===== src/rtl/aibcr3_rambit_chain.sv =====
`default_nettype none
// ============================================================================
// Module   : aibcr3_rambit_chain
// Purpose  : Scan-loaded configuration-bit bank. A serial shift register
//            collects a frame of NBITS data bits plus an optional even-parity
//            bit. An update pulse copies the data bits into a shadow register
//            only when the frame length and parity are correct. Only the
//            shadow register drives the configuration outputs.
// Ports    : clk       - scan/config clock
//            rstb      - asynchronous active-low reset
//            shift_en  - shift one bit per cycle while high
//            scan_in   - serial input, enters at the MSB end of the frame
//            scan_out  - serial output (shift register bit 0), for chaining
//            update    - request to transfer the frame into the shadow
//            sig_out   - configuration bits (shadow register)
//            upd_ok    - one-cycle pulse after an accepted update
//            upd_err   - sticky flag, set by any rejected update
//            shift_cnt - saturating count of bits shifted since last update
// Revision : 1.0 - initial release
// ============================================================================
module aibcr3_rambit_chain #(
  parameter int               NBITS   = 16,
  parameter int               PAR_EN  = 1,
  parameter logic [NBITS-1:0] RST_VAL = '0,
  localparam int              L       = NBITS + PAR_EN,
  localparam int              CW      = $clog2(NBITS + PAR_EN + 1) + 1
) (
  input  logic             clk,
  input  logic             rstb,
  input  logic             shift_en,
  input  logic             scan_in,
  output logic             scan_out,
  input  logic             update,
  output logic [NBITS-1:0] sig_out,
  output logic             upd_ok,
  output logic             upd_err,
  output logic [CW-1:0]    shift_cnt
);

  localparam logic [CW-1:0] C_CNT_MAX = {CW{1'b1}};
  localparam logic [CW-1:0] C_FRAME   = CW'(L);

  logic [L-1:0]     r_sr;
  logic [L-1:0]     w_sr_next;
  logic [NBITS-1:0] r_shadow;
  logic             r_upd_ok;
  logic             r_upd_err;
  logic [CW-1:0]    r_cnt;

  logic             w_len_ok;
  logic             w_par_ok;
  logic             w_accept;
  logic             w_reject;

  // A one-bit frame has no upper part to shift down, so it just reloads.
  generate
    if (L == 1) begin : g_len1
      assign w_sr_next = scan_in;
    end else begin : g_lenn
      assign w_sr_next = {scan_in, r_sr[L-1:1]};
    end
  endgenerate

  // Parity covers the whole frame including the parity bit in r_sr[0].
  assign w_len_ok = (r_cnt == C_FRAME);
  assign w_par_ok = (PAR_EN == 0) ? 1'b1 : ~(^r_sr);

  // An update coinciding with a shift is always refused: the frame is moving.
  assign w_accept = update & ~shift_en & w_len_ok & w_par_ok;
  assign w_reject = update & ~w_accept;

  always_ff @(posedge clk or negedge rstb) begin
    if (!rstb) begin
      r_sr      <= '0;
      r_shadow  <= RST_VAL;
      r_upd_ok  <= 1'b0;
      r_upd_err <= 1'b0;
      r_cnt     <= '0;
    end else begin
      r_upd_ok <= w_accept;

      if (shift_en) begin
        r_sr <= w_sr_next;
      end

      if (w_accept) begin
        r_shadow <= r_sr[L-1:PAR_EN];
      end

      if (w_reject) begin
        r_upd_err <= 1'b1;
      end

      // Shifting has priority over the count clear of an update.
      if (shift_en) begin
        if (r_cnt != C_CNT_MAX) begin
          r_cnt <= r_cnt + 1'b1;
        end
      end else if (update) begin
        r_cnt <= '0;
      end
    end
  end

  assign scan_out  = r_sr[0];
  assign sig_out   = r_shadow;
  assign upd_ok    = r_upd_ok;
  assign upd_err   = r_upd_err;
  assign shift_cnt = r_cnt;

endmodule
`default_nettype wire


===== config.mk =====
export PLATFORM = sky130hd
export DESIGN_NAME = aibcr3_rambit_chain
export DESIGN_NICKNAME = d
export VERILOG_FILES = /design/src/rtl/aibcr3_rambit_chain.sv
export SDC_FILE = /design/constraint.sdc
export NUM_CORES = 1
export LEC_CHECK = 0
export CAP_MARGIN = 20
export CORE_MARGIN = 5
export CORE_UTILIZATION = 55
export CTS_BUF_LIST = sky130_fd_sc_hd__clkbuf_2 sky130_fd_sc_hd__clkbuf_4 sky130_fd_sc_hd__clkbuf_8
export DETAILED_ROUTE_END_ITERATION = 16
export PLACE_DENSITY = 0.82
export SLEW_MARGIN = 5
export SYNTH_ARGS = -nofsm -noshare
export SYNTH_HDL_FRONTEND = slang
export SYNTH_SLANG_ARGS = --single-unit

===== constraint.sdc =====
create_clock -name clk -period 4.85 [get_ports clk]
set_input_delay 0.485 -clock clk [delete_from_list [all_inputs] [get_ports clk]]
set_output_delay 0.485 -clock clk [all_outputs]
set_load 0.02 [all_outputs]

Yosys cells after proc, flatten, opt, wreduce, memory -nomap -nowiden --
Cells that the tools add are included.
Operators by class: add/sub/neg operators 1, equal/unequal tests 3, multiplexer cells 3, bitwise gates (word level) 7, reduce and logical (&&, ||, !) cells 3
Operator list (number):
- $mux W6 | 3
- $reduce_xor A17 Y1 | 1
- $add A6 B1 Y6 const B | 1
- $eq A6 B5 Y1 const B | 1
- $ne A6 B6 Y1 const B | 1
- $and A1 B1 Y1 | 4
- $not A1 Y1 | 3
- $ne A2 B1 Y1 const B | 1
- $reduce_and A2 Y1 | 1
- $reduce_bool A2 Y1 | 1
Word-level totals: flip-flop bits (word level) 41, output and inout port bits 25, logic and storage cells 22

Longest topological paths before layout --
word-level depth 6, depth in mapped cells 7, mapped depth without buffers 7

Worst setup path after synthesis --
OpenSTA, ideal clock, no wires.
path kind register to register, start point register r_sr[0], end point register r_shadow[0] (netlist: sig_out[0]), setup time 0.125 ns, arrival 2.021 ns, data required time 4.725 ns, path slack 2.703 ns, stages on the path, launching flop included 8, buffers on the path 1, cells stage by stage dfrtp_1 -> xnor2_1 -> xnor2_1 -> xnor2_1 -> xnor2_2 -> mux2i_4 -> buf_12 -> mux2_4
Between the ends: word-level cells in the longest chain between the ends 3
Ends and longest elaborated chain:
- from (decl) | RTL line 43 | logic [L-1:0] r_sr;
- from (signal assigned) | RTL line 83 | r_sr <= w_sr_next;
- $reduce_xor A17 Y1 | RTL line 66 | assign w_par_ok = (PAR_EN == 0) ? 1'b1 : ~(^r_sr);
- $not A1 Y1 | RTL line 66
- $and A1 B1 Y1 | RTL line 69 | assign w_accept = update & ~shift_en & w_len_ok & w_par_ok;
- to (signal assigned) | RTL line 87 | r_shadow <= r_sr[L-1:PAR_EN];
- to (decl) | RTL line 45 | logic [NBITS-1:0] r_shadow;
No other way between the ends. A chain may end at the register's enable or synchronous reset.

Final worst setup path --
start point input shift_en, end point register r_shadow[9] (netlist: sig_out[9])
Between the ends: word-level cells in the longest chain between the ends 4
Ends and longest elaborated chain:
- from (decl) | RTL line 30 | input logic shift_en,
- $not A1 Y1 | RTL line 69
- $and A1 B1 Y1 (3 in series) | RTL line 69
No other way between the ends.

==> metrics.csv <==
stage;metric;value;unit
outcome;status;finished, final reports clean;
power_and_ir_drop;ir_drop;0.0003795;V
synth;ys_async_sr_fraction;1.000;
detailed_routing;via_per_inst;5.112;
job;drv_cap;0;
synth;syn_avg_cell_area;13.71;sq um
power_and_ir_drop;p_sw;0.3955;mW
clock_network;cts_resized;0;
clock_network;insertion_delay;340;ps
sta;fin_crit_sh;0.5162;
global_route;grt_first_pass_wirelength;5181;um
sta;rsz0062_at_grt;false;
sta;tns;0;ps
synth;ys_warn_count;0;
finish;final_nets;174;
finish;drive_gt1_frac;0.2619;
finish;postLayoutCellArea;2216;sq um
sta;setup_viol;0;
synth;synthTopCellsByCount;41 x dfrtp_1, 23 x mux2_2, 14 x xnor2_1;
placed_design;port-buffer-count;29;
synth;synth_area_leaders;dfrtp_1 56%, mux2_2 14%, xnor2_1 6.7%;
power_and_ir_drop;power_frac_seq;0.415;
detailed_routing;antenna_left;0;
detailed_routing;wl_per_cell;14.41;um
clock_network;cts_tree;yes;
detailed_routing;drc_errors;0;
global_route;grt_overflow;0;
synth;synth.most_common_cell;dfrtp_1;
sta;hold_viol;0;
synth;syn_nets;140;
clock_network;cts_setup_buffers;0;
sta;clock_skew;8.744;ps
floorplanning;rows;21;
synth;synth_area;1823;sq um
synth;netlist.area_leader.share;0.5628;
setup_path;end_kind;flop;
floorplanning;die_area;4566;sq um
power_and_ir_drop;p_int;0.7616;mW
setup_path;required;5070;ps
sta;slew_headroom;0.4183;
power_and_ir_drop;p_per_area;522.2;nW/um^2
synth;synth_top_area_cell;dfrtp_1;
clock_network;cts_buffers;5;
floorplanning;dieWidth;67.57;um
global_route;grt_antenna_before_repair;0;
finish;nFillCells;266;
sta;tightest_slew;872.5;ps
clock_network;cts_root_buf;clkbuf_4;
detailed_routing;vias;1094;
setup_path;r2r_slack;2390;ps
placed_design;hpwlAfterDp;2091;um
clock_network;cts_buffer_depth;2;
clock_network;path_clk_slew;110;ps
placed_design;gp_congestion;0.8341;
power_and_ir_drop;p_sw_frac;0.3418;
clock_network;cts_sinks;41;
global_route;grt_usage;0.1552;
synth;synth_seq_cells;41;
setup_path;critPathMaxFanout;24;
setup_path;critical_path_class;in -> reg;
floorplanning;core_area;3284;sq um
clock_network;h-tree-depth;2;
setup_path;critical_path_arrival;2730;ps
power_and_ir_drop;pwr-share-comb;0.421;
floorplanning;initial_core_util;0.5550;
detailed_routing;drt-total-wl;3084;um
placed_design;post_dp_cell_area;2146;sq um
floorplanning;pin_count;30;
detailed_routing;first_iter_violations;38;
synth;synth_edf_count;0;
power_and_ir_drop;power_leakage;1.019;nW
global_route;grt_max_degree;42;
synth;synth_ff_type;dfrtp_1;
power_and_ir_drop;clockPowerShare;0.163;
setup_path;start_kind;input port;
synth;synthCells;133;
setup_path;regToRegStartpoint;r_sr[4];
sta;min_period;2503;ps
clock_network;cts.hold.buffers_added;0;
sta;fmax;0.3994;GHz
global_route;grt_pass1_vias;1130;
finish;diodes;0;
sta;maxSlewViolCount;0;
detailed_routing;first_pass_iters;4;
synth;yosysSeqAreaShare;0.5628;
floorplanning;fp.dieH;67.57;um
hold_path;hold_path.class;in -> async;
synth;synthDistinctLibCells;23;
setup_path;crit_start;shift_en;
finish;area_growth;21.55;%
sta;hold_ws;252.6;ps
==> logic make-up (layout without fill, tap and decap cells) <==
| logic type | after synthesis | in the layout | synth area share |
|---|---|---|---|
| adders and majority gates | 2 | 2 | 0.01372 |
| muxes | 32 | 32 | 0.2203 |
| buffers and inverters | 7 | 42 | 0.02334 |
| DFF | 41 | 41 | 0.5628 |
| xor gates and xnor gates | 18 | 18 | 0.09060 |
| and+or+nand+nor | 22 | 22 | 0.05560 |
| AOI/OAI and AO/OA | 11 | 11 | 0.03364 |
==> final cells by class <==
type                       instances  area, sq um  share of cell area
multi-input combinational         85        754.5              0.3405
inverter                           4        15.01            0.006776
clock inverter                     1        5.005            0.002259
sequential                        41         1026              0.4630
timing repair buffer              30        292.8              0.1321
clock buffer                       7        65.06             0.02936
tap                               46        57.56             0.02597
==> critical path, cell delays in order <==
cell             delay, ps
clkdlybuf4s50_1        470
buf_4                  280
nor2b_1                160
nand4_1                190
nor2_1                  90
mux2i_4                630
mux2_2                 420
==> state kept, by name (all words and copies together), names as in the netlist <==
signal and cells:
r_sr 17, shift_cnt 6, sig_out 16, upd_err 1, upd_ok 1
==> cells in the final DEF, fill, tap and decap left out, types with 4 or more instances in the layout <==
| cell | synthesis | layout |
|---|---|---|
| clkdlybuf4s50_1 | 0 | 28 |
| nand2_1 | 6 | 6 |
| inv_1 | 4 | 4 |
| clkbuf_4 | 0 | 5 |
| mux2_4 | 8 | 8 |
| nand3_1 | 4 | 4 |
| nor2_1 | 6 | 6 |
| mux2_2 | 23 | 23 |
| o21ai_0 | 6 | 6 |
| xnor2_1 | 14 | 14 |
| dfrtp_1 | 41 | 41 |
==> stage by stage <==
| stage | worst slack [ps] | power (mW) | utilization | std cells |
|---|---|---|---|---|
| after floorplan | 2703 | 0.8863 | - | 133 |
| after global placement | 2119 | 0.9666 | 0.6533 | 206 |
| after detailed placement | 1996 | 0.9776 | 0.6533 | 206 |
| after CTS | 2345 | 1.171 | 0.6747 | 214 |
| after global routing | 2227 | 1.231 | 0.6747 | 214 |
| final | 2347 | 1.157 | 0.6747 | 214 |
==> metal layers <==
layer  vias up  global-route usage  part of all wire
met1       537              0.1989              0.45
met2        28              0.2394              0.50
met5         -                   0                 0
met3         2             0.06489             0.043
li1        527                   -                 -
met4         0             0.04557            0.0062
==> final timing paths <==
path                           endpoint  cells after the start
setup / recovery             sig_out[9]                      7
hold / removal             shift_cnt[3]                      1
setup reg to reg             sig_out[9]                      6
hold reg to reg                 upd_err                      1
max in group asynchronous    sig_out[6]                      1
min in group clk                upd_err                      1
==> power by group through the flow <==
stage	logic, mW	clock network [mW]	registers (mW)
2_1_floorplan	0.403	0	0.484
3_3_place_gp	0.486	0	0.481
3_5_place_dp	0.491	0	0.487
4_1_cts	0.494	0.196	0.480
5_1_grt	0.524	0.217	0.489
6_report	0.488	0.189	0.481
Power figures use the tool's default switching activity.
